--- config.mk ---
export PLATFORM = sky130hd
export DESIGN_NAME = enigma_step_ctrl
export DESIGN_NICKNAME = d
export VERILOG_FILES = /design/src/rtl/enigma_step_ctrl.sv
export SDC_FILE = /design/constraint.sdc
export NUM_CORES = 1
export LEC_CHECK = 0
export BUFFER_PORTS_ARGS = -buffer_cell sky130_fd_sc_hd__buf_2
export CAP_MARGIN = 10
export CORE_MARGIN = 2
export CORE_UTILIZATION = 28
export CTS_CLUSTER_SIZE = 8
export DETAILED_ROUTE_END_ITERATION = 16
export SLEW_MARGIN = 10
export SYNTH_ARGS = -nofsm -noshare
export SYNTH_HDL_FRONTEND = slang
export SYNTH_SLANG_ARGS = --single-unit
--- constraint.sdc ---
create_clock -name clk -period 2.3 [get_ports clk]
set_input_delay 0.46 -clock clk [delete_from_list [all_inputs] [get_ports clk]]
set_output_delay 0.46 -clock clk [all_outputs]
set_load 0.05 [all_outputs]
--- src/rtl/enigma_step_ctrl.sv ---
// Enigma keystroke controller: rotor stepping, rotor-chain launch and
// ciphertext hand-off with a fixed-latency return path.
`timescale 1ns/1ps
module enigma_step_ctrl #(
    parameter int unsigned PATH_LAT = 3
) (
    input  logic       clk,
    input  logic       rst_n,
    input  logic       mode_i,
    input  logic [4:0] set_pos1_i,
    input  logic [4:0] set_pos2_i,
    input  logic [4:0] set_pos3_i,
    input  logic [4:0] key_in_i,
    input  logic       key_valid_i,
    output logic       key_ready_o,
    output logic [4:0] rot1_pos_o,
    output logic [4:0] rot2_pos_o,
    output logic [4:0] rot3_pos_o,
    output logic [4:0] path_in_o,
    output logic       path_launch_o,
    input  logic [4:0] path_out_i,
    output logic [4:0] ct_out_o,
    output logic       ct_valid_o,
    input  logic       ct_ready_i,
    output logic [5:0] key_count_o,
    output logic       error_o
);

    typedef enum logic [2:0] {
        IDLE, STEP, LAUNCH, WAIT, HOLD
    } state_t;

    state_t     state_q, state_d;
    logic [4:0] rot1_q, rot1_d;
    logic [4:0] rot2_q, rot2_d;
    logic [4:0] rot3_q, rot3_d;
    logic [4:0] key_q, key_d;
    logic [4:0] pin_q, pin_d;
    logic [4:0] ct_q, ct_d;
    logic       ctv_q, ctv_d;
    logic [5:0] kcnt_q, kcnt_d;
    logic [3:0] cnt_q, cnt_d;
    logic       err_q, err_d;

    function automatic logic legal(input logic [4:0] v);
        return (v >= 5'd1) && (v <= 5'd26);
    endfunction

    always_ff @(posedge clk or negedge rst_n) begin
        if (!rst_n) begin
            state_q <= IDLE;
            rot1_q  <= 5'd1;
            rot2_q  <= 5'd1;
            rot3_q  <= 5'd1;
            key_q   <= 5'd0;
            pin_q   <= 5'd0;
            ct_q    <= 5'd0;
            ctv_q   <= 1'b0;
            kcnt_q  <= 6'd0;
            cnt_q   <= 4'd0;
            err_q   <= 1'b0;
        end else begin
            state_q <= state_d;
            rot1_q  <= rot1_d;
            rot2_q  <= rot2_d;
            rot3_q  <= rot3_d;
            key_q   <= key_d;
            pin_q   <= pin_d;
            ct_q    <= ct_d;
            ctv_q   <= ctv_d;
            kcnt_q  <= kcnt_d;
            cnt_q   <= cnt_d;
            err_q   <= err_d;
        end
    end

    always_comb begin
        state_d = state_q;
        rot1_d  = rot1_q;
        rot2_d  = rot2_q;
        rot3_d  = rot3_q;
        key_d   = key_q;
        pin_d   = pin_q;
        ct_d    = ct_q;
        ctv_d   = ctv_q;
        kcnt_d  = kcnt_q;
        cnt_d   = cnt_q;
        err_d   = err_q;
        unique case (state_q)
            IDLE: begin
                if (mode_i) begin
                    kcnt_d = 6'd0;
                    if (legal(set_pos1_i) && legal(set_pos2_i) &&
                        legal(set_pos3_i)) begin
                        rot1_d = set_pos1_i;
                        rot2_d = set_pos2_i;
                        rot3_d = set_pos3_i;
                    end else begin
                        err_d = 1'b1;
                    end
                end else if (key_valid_i) begin
                    if (legal(key_in_i)) begin
                        key_d   = key_in_i;
                        state_d = STEP;
                    end else begin
                        err_d = 1'b1;
                    end
                end
            end
            STEP: begin
                // Odometer carry: rot2 moves only on rot1 wrap, rot3 on both
                if (rot1_q == 5'd26) begin
                    rot1_d = 5'd1;
                    if (rot2_q == 5'd26) begin
                        rot2_d = 5'd1;
                        rot3_d = (rot3_q == 5'd26) ? 5'd1 : rot3_q + 5'd1;
                    end else begin
                        rot2_d = rot2_q + 5'd1;
                    end
                end else begin
                    rot1_d = rot1_q + 5'd1;
                end
                kcnt_d  = (kcnt_q == 6'd51) ? 6'd0 : kcnt_q + 6'd1;
                pin_d   = key_q;
                state_d = LAUNCH;
            end
            LAUNCH: begin
                cnt_d   = 4'd0;
                state_d = WAIT;
            end
            WAIT: begin
                if (cnt_q == 4'(PATH_LAT - 1)) begin
                    ct_d    = path_out_i;
                    ctv_d   = 1'b1;
                    state_d = HOLD;
                    if (!legal(path_out_i)) err_d = 1'b1;
                end else begin
                    cnt_d = cnt_q + 4'd1;
                end
            end
            HOLD: begin
                if (ct_ready_i) begin
                    ctv_d   = 1'b0;
                    state_d = IDLE;
                end
            end
            default: state_d = IDLE;
        endcase
    end

    assign key_ready_o   = (state_q == IDLE) && !mode_i;
    assign path_launch_o = (state_q == LAUNCH);
    assign path_in_o     = pin_q;
    assign rot1_pos_o    = rot1_q;
    assign rot2_pos_o    = rot2_q;
    assign rot3_pos_o    = rot3_q;
    assign ct_out_o      = ct_q;
    assign ct_valid_o    = ctv_q;
    assign key_count_o   = kcnt_q;
    assign error_o       = err_q;

endmodule

==> results of run 1 <==
## final timing paths
path | slack [ns] | to | depth (start not counted) | startpoint
max reg2reg | 0.42 | rot3_pos_o[1] | 6 | rot1_pos_o[0]
min reg2reg | 0.48 | error_o | 1 | error_o
max in group asynchronous | 1.56 | rot2_pos_o[0] | 2 | rst_n
max | 0.20 | key_ready_o | 4 | state_q[0]
min | 0.13 | rot1_pos_o[4] | 1 | rst_n
min in group clk | 0.36 | state_q[2] | 2 | ct_ready_i
## placed cells by master (no fill, tap or decap), drive strengths merged, types with 6 or more instances in the layout
master  count
buf        74
dfrtp      42
nand2      40
o21ai      22
nor2       18
mux2       13
inv        11
nand3      11
ha          9
a21oi       7
nand4       7
clkbuf      7
nand3b      6
a31oi       6
nor3        6
o22ai       6
## power breakdown
group | internal (mW) | total (mW) | switching [mW]
registers | 1.15 | 1.52 | 0.368
logic | 0.873 | 2.65 | 1.78
clock network | 0.355 | 0.633 | 0.278
total | 2.38 | 4.80 | 2.42
## critical path: cells and delay by family, from the launching register on
family / cells / cell delay [ns]
flip-flops: 1 / 0.42
AND/OR/NAND/NOR: 2 / 0.47
buffers and inverters: 2 / 0.45
## sequential cells by signal (all words and copies together), names as in the netlist
name	flops
rot1_pos_o	5
error_o	1
rot2_pos_o	5
ct_valid_o	1
rot3_pos_o	5
ct_out_o	5
path_in_o	5
key_count_o	6
state_q	3
key_q	5
cnt_q	4
## metrics by stage
| step | cells | total power, mW | util | hold WS, ns |
|---|---|---|---|---|
| after floorplan | 270 | 3.48 | - | 0.164 |
| final | 449 | 4.80 | 0.360 | 0.125 |
| after global routing | 449 | 5.14 | 0.360 | 0.165 |
| after detailed placement | 441 | 4.20 | 0.347 | 0.453 |
| after global placement | 441 | 4.16 | 0.347 | 0.448 |
| after CTS | 449 | 4.84 | 0.360 | 0.152 |
## routing by layer
layer	wire (µm)	global-route usage	share of wire	vias to the layer above
met5	0	0	0	-
li1	-	-	-	1119
met1	3030	0.176	0.47	1117
met2	3040	0.209	0.48	50
met3	279	0.0376	0.044	5
met4	45	0.0242	0.0070	0
## cell families (layout without fill, tap and decap cells)
| group | count (synthesis) | after routing | synth area share |
|---|---|---|---|
| AO/OA/AOI/OAI | 62 | 62 | 0.160 |
| flip-flops | 45 | 45 | 0.440 |
| XOR/XNOR | 4 | 4 | 0.0136 |
| multiplexers | 15 | 15 | 0.0721 |
| adder cells (fa/ha/maj) | 9 | 9 | 0.0438 |
| buffers and inverters | 22 | 93 | 0.0399 |
| AND/OR/NAND/NOR | 113 | 113 | 0.231 |
## layout make-up
type | instances | area (µm²)
fill | 892 | 5640
multi-input combinational | 203 | 1340
sequential | 45 | 1130
tap | 108 | 135
clock buffer | 7 | 86.3
timing repair buffer | 74 | 408
inverter | 11 | 41.3
clock inverter | 1 | 30.0
==> out/qor.tcl, run 1 <==
set qor(dominantRegCellSynth) {sky130_fd_sc_hd__dfrtp_1}
set qor(final_layout_size_suffix_gt1_frac) 0.308
set qor(holdBufCountCts) 0
set qor(core_region_area_um2) 8810
set qor(timing.final.crit_share) 0.912
set qor(x_dimension_of_the_die_um) 99.8
set qor(htree_levels) 2
set qor(fin_nets) 379
set qor(routed-via-count) 2291
set qor(netlist_area_um2) 2570
set qor(syn_to_layout_area_delta_pct) 23.3
set qor(timing.hold.worst.class) {primary input to asynchronous set/reset pin}
set qor(routed_wl_um) 6390
set qor(average_cell_area_after_synthesis_um2) 9.52
set qor(fmax_mhz) 476
set qor(cell_chain_critical_path) {buf_4, or3_1, nor2_1, buf_2}
set qor(post-synth-top-area-fraction) 0.409
set qor(drt.antenna.violating_nets) 0
set qor(criticalPathCategory) {register to output port}
set qor(synth_largest_area_cell) {sky130_fd_sc_hd__dfrtp_1}
set qor(detailedRoute.firstIterationViolations) 55
set qor(globalRouteOverflowTotal) 0
set qor(cp_data_required_time_ns) 1.84
set qor(row_count) 34
set qor(total_leakage_power_nw) 1.48
set qor(synthesis.nets) 309
set qor(data_arrival_time_of_the_worst_path_ns) 1.64
set qor(io_buffers) 64
set qor(synth_commonest_cells) {sky130_fd_sc_hd__dfrtp_1, sky130_fd_sc_hd__nand2_1, sky130_fd_sc_hd__o21ai_0}
set qor(antenna-diode-count) 0
set qor(synth_edf_count) 0
set qor(timing.max_cap.violations) 0
set qor(initial_antenna_violation_count) 0
set qor(ys_seq_elements) 45
set qor(rsz0062_at_grt) {no}
set qor(io_pins) 65
set qor(drt-vias-per-instance) 5.10
set qor(clockRootBuffer) {sky130_fd_sc_hd__clkbuf_8}
set qor(chipHeight_um) 99.8
set qor(worst_vdd_ir_mv) 0.644
set qor(seq_area_frac_synth) 0.440
set qor(pwr_density_nw_per_um2) 1510
set qor(tritonroute_pass_1_iters) 4
set qor(synth_cell_type_count) 51
set qor(die_area_um2) 9960
set qor(crit_slowest_cell) {sky130_fd_sc_hd__dfrtp_1}
set qor(ys_async_sr_fraction) 1.00
set qor(final-setup-viol-count) 0
set qor(largest_net_degree_at_the_start_of_global_routing) 25
set qor(worst_skew_pair.late_latency_ns) 0.31
set qor(setup.worst_path.end_class) {output port}
set qor(finish.instance_area_um2) 3170
set qor(final_report_hold_violation_count) 0
set qor(remaining_drc_errors) 0
set qor(cts_buffers) 5
set qor(yosysMostFrequentCell) {sky130_fd_sc_hd__dfrtp_1}
set qor(relSlewSlack) 0.537
set qor(netlist_top_cells_area) {sky130_fd_sc_hd__dfrtp_1, sky130_fd_sc_hd__nand2_1, sky130_fd_sc_hd__ha_1}
set qor(finClkSkew_ns) 0.0134
set qor(fin_crit_ns) 2.10
set qor(start_util) 0.292
set qor(crit_fanout) 9
set qor(routedWlPerCell_um) 14.2
set qor(tightestPinTransition_ns) 0.691
set qor(first_pass_grt_wire_length_um) 10400
set qor(pre_cts_ws_ns) 0.175
set qor(post-cts-setup-buffers) 0
set qor(cts-root-to-sink-buffers) 2
set qor(final.setup.worst_slack_ns) 0.201
set qor(critical-path-max-stage-delay_ns) 0.42
set qor(tritoncts_clock_tree) {built}
set qor(clock_sinks) 45
set qor(synth_cells) 270
set qor(count_of_yosys_warnings_during_synthesis) 0
set qor(drv_slew) 0
set qor(grt_util_all_layers) 0.130
set qor(routabilityCongestion) 0.832
set qor(setup_total_negative_slack_ns) 0
set qor(postPlaceCellArea_um2) 3050
set qor(place.detailed.hpwl_um) 4860
set qor(outcome) {finished, final reports clean}
set qor(first_global_vias) 2102
set qor(worst_setup_hold_path_clk_slew_ns) 0.09
set qor(critPathLaunchType) {register}
set qor(post_cts.resized_instances) 0
Note: power is estimated with default switching activity, not from simulation.
==> run 2, diff against run 1 <==
CORE_UTILIZATION = 53   (was 28)
PLACE_DENSITY = 0.8   (was not set)
clock period = 2.1 ns   (was 2.3 ns; I/O delays follow)
==> out/qor.tcl, run 2 (synthesis results as in run 1) <==
set qor(outcome) {finished, final reports clean}
set qor(final_layout_size_suffix_gt1_frac) 0.313 ;# +0.00495
set qor(critical-path-max-stage-delay_ns) 0.38 ;# -0.04 ns
set qor(worst_vdd_ir_mv) 0.925 ;# +44%
set qor(worst_skew_pair.late_latency_ns) 0.30 ;# about the same
set qor(crit_fanout) 9 ;# unchanged
set qor(first_pass_grt_wire_length_um) 9460 ;# -9.0%
set qor(largest_net_degree_at_the_start_of_global_routing) 46 ;# +84%
set qor(final.setup.worst_slack_ns) 0.114 ;# -0.0872 ns
set qor(timing.max_cap.violations) 0 ;# unchanged
set qor(die_area_um2) 5420 ;# -46%
set qor(total_area_of_multi_input_combinational_cells_um2) 1340 ;# unchanged
set qor(antenna-diode-count) 0 ;# unchanged
set qor(drv_slew) 0 ;# unchanged
set qor(whs_ns) 0.190 ;# +0.0647 ns
set qor(largest_reg_flops) 6 ;# unchanged
set qor(setup_total_negative_slack_ns) 0 ;# unchanged
set qor(first_global_vias) 2182 ;# +3.8%
set qor(io_buffers) 64 ;# unchanged
set qor(fin_nets) 380 ;# +0.26%
set qor(routed_wl_um) 5640 ;# -12%
set qor(timing.reg2reg.setup_slack_ns) 0.21 ;# -0.21 ns
set qor(syn_to_layout_area_delta_pct) 19.6
set qor(chipHeight_um) 73.6 ;# -26%
set qor(cp_data_required_time_ns) 1.68 ;# -0.16 ns
set qor(totalPowerFinal_mw) 5.07 ;# +5.7%
set qor(rsz0062_at_grt) {no}
set qor(total_leakage_power_nw) 1.47 ;# -0.74%
set qor(critPathLaunchType) {register}
set qor(clock_sinks) 45 ;# unchanged
set qor(criticalPathCategory) {register to output port}
set qor(worst_setup_hold_path_clk_slew_ns) 0.09 ;# about the same
set qor(x_dimension_of_the_die_um) 73.6 ;# -26%
set qor(tritonroute_pass_1_iters) 4 ;# unchanged
set qor(place.detailed.hpwl_um) 4210 ;# -13%
set qor(htree_levels) 2 ;# unchanged
set qor(setup.worst_path.end_class) {output port}
set qor(tightestPinTransition_ns) 0.569 ;# -0.122 ns
set qor(io_pins) 65 ;# unchanged
set qor(data_arrival_time_of_the_worst_path_ns) 1.57 ;# -0.07 ns
set qor(finClkSkew_ns) 0.0100 ;# -0.00339 ns
set qor(relSlewSlack) 0.621 ;# +0.0836
set qor(timing.final.crit_share) 0.946
set qor(fin_cells) 396 ;# -12%
set qor(start_util) 0.548 ;# +0.256
set qor(fin_crit_ns) 1.99
set qor(routed-via-count) 2232 ;# -2.6%
set qor(routabilityCongestion) 0.798 ;# -4.1%
set qor(holdBufCountCts) 0 ;# unchanged
set qor(finish.instance_area_um2) 3070 ;# -3.0%
set qor(finish.utilization) 0.655 ;# +0.295
set qor(pwr_density_nw_per_um2) 1650 ;# +9.0%
set qor(globalRouteOverflowTotal) 0 ;# unchanged
set qor(drt.antenna.violating_nets) 0 ;# unchanged
set qor(crit_slowest_cell) {sky130_fd_sc_hd__dfrtp_1}
set qor(initial_antenna_violation_count) 0 ;# unchanged
set qor(row_count) 25 ;# -26%
set qor(core_region_area_um2) 4690 ;# -47%
set qor(grt_util_all_layers) 0.225 ;# +0.0954
set qor(layout.cells.most_common) {sky130_fd_sc_hd__buf_2}
set qor(timing.critical_path.max_delay_family) {buffers and inverters}
set qor(cts-root-to-sink-buffers) 2 ;# unchanged
set qor(seqCellArea_um2) 1130 ;# unchanged
set qor(dp_cells) 388 ;# -12%
set qor(filler_cell_count) 383 ;# -57%
set qor(detailedRoute.firstIterationViolations) 135 ;# +150%
set qor(cp_num_buf_inv) 2 ;# unchanged
set qor(cts_buffers) 5 ;# unchanged
set qor(cell_chain_critical_path) {buf_4, nand2b_1, nor2_1, buf_2}
set qor(timing.hold.worst.class) {primary input to asynchronous set/reset pin}
set qor(remaining_drc_errors) 0 ;# unchanged
set qor(pre_cts_ws_ns) 0.0252 ;# -0.149 ns
set qor(clockRootBuffer) {sky130_fd_sc_hd__clkbuf_8}
set qor(layout.cells.most_common_list) {sky130_fd_sc_hd__buf_2, sky130_fd_sc_hd__dfrtp_1, sky130_fd_sc_hd__nand2_1}
set qor(drt-vias-per-instance) 5.64 ;# +10%
set qor(postPlaceCellArea_um2) 2980 ;# -2.4%
set qor(routedWlPerCell_um) 14.2 ;# about the same
set qor(fmax_mhz) 504
set qor(final-setup-viol-count) 0 ;# unchanged
set qor(tritoncts_clock_tree) {built}
set qor(final_report_hold_violation_count) 0 ;# unchanged
[run 2: cell count changes in the layout (fill, tap and decap cells not counted), sizes merged]
cell,previous run,this run
buf,74,75
bufinv,1,0
clkinv,0,3
clkbuf,7,5
[run 2: power breakdown]
group          switching (mW)  internal (mW)  total, mW
registers               0.388           1.26       1.65
clock network           0.304          0.236      0.540
logic                    1.93          0.962       2.89
[run 2: area by class of cell]
cell class	instances	share of cell area
tap	54	0.0220
clock buffer	5	0.0224
timing repair buffer	75	0.132
inverter	11	0.0134
sequential	45	0.368
clock inverter	3	0.00733
multi-input combinational	203	0.435
[run 2: layer usage]
metal  track usage  vias to the layer above  routed length (µm)
li1              -                     1126                   -
met1         0.284                     1048                2590
met2         0.370                       49                2730
met3        0.0604                        9                 239
met4        0.0828                        0                  86
met5             0                        -                   0
[run 2: path summary, 6_finish.rpt]
check,cells past startpoint,from,to
min,2,rst_n,rot3_pos_o[2]
min reg2reg,2,path_in_o[3],path_in_o[3]
max reg2reg,4,state_q[1],rot3_pos_o[4]
min in group clk,2,ct_ready_i,state_q[2]
max in group asynchronous,2,rst_n,state_q[1]
max,4,state_q[2],path_launch_o
[run 2: worst register-to-register path: cells and delay by family, from the launching register on]
kind             cells  cell delay (ns)
flip-flops           1             0.48
AO/OA/AOI/OAI        1             0.34
multiplexers         1             0.26
AND/OR/NAND/NOR      2             0.73
[run 2: timing repair]
item,4_1_cts,5_1_grt
setup buffers,0,0
endpoints found under the setup margin,0,1
gates resized for setup,0,2
hold endpoints to repair,0,0
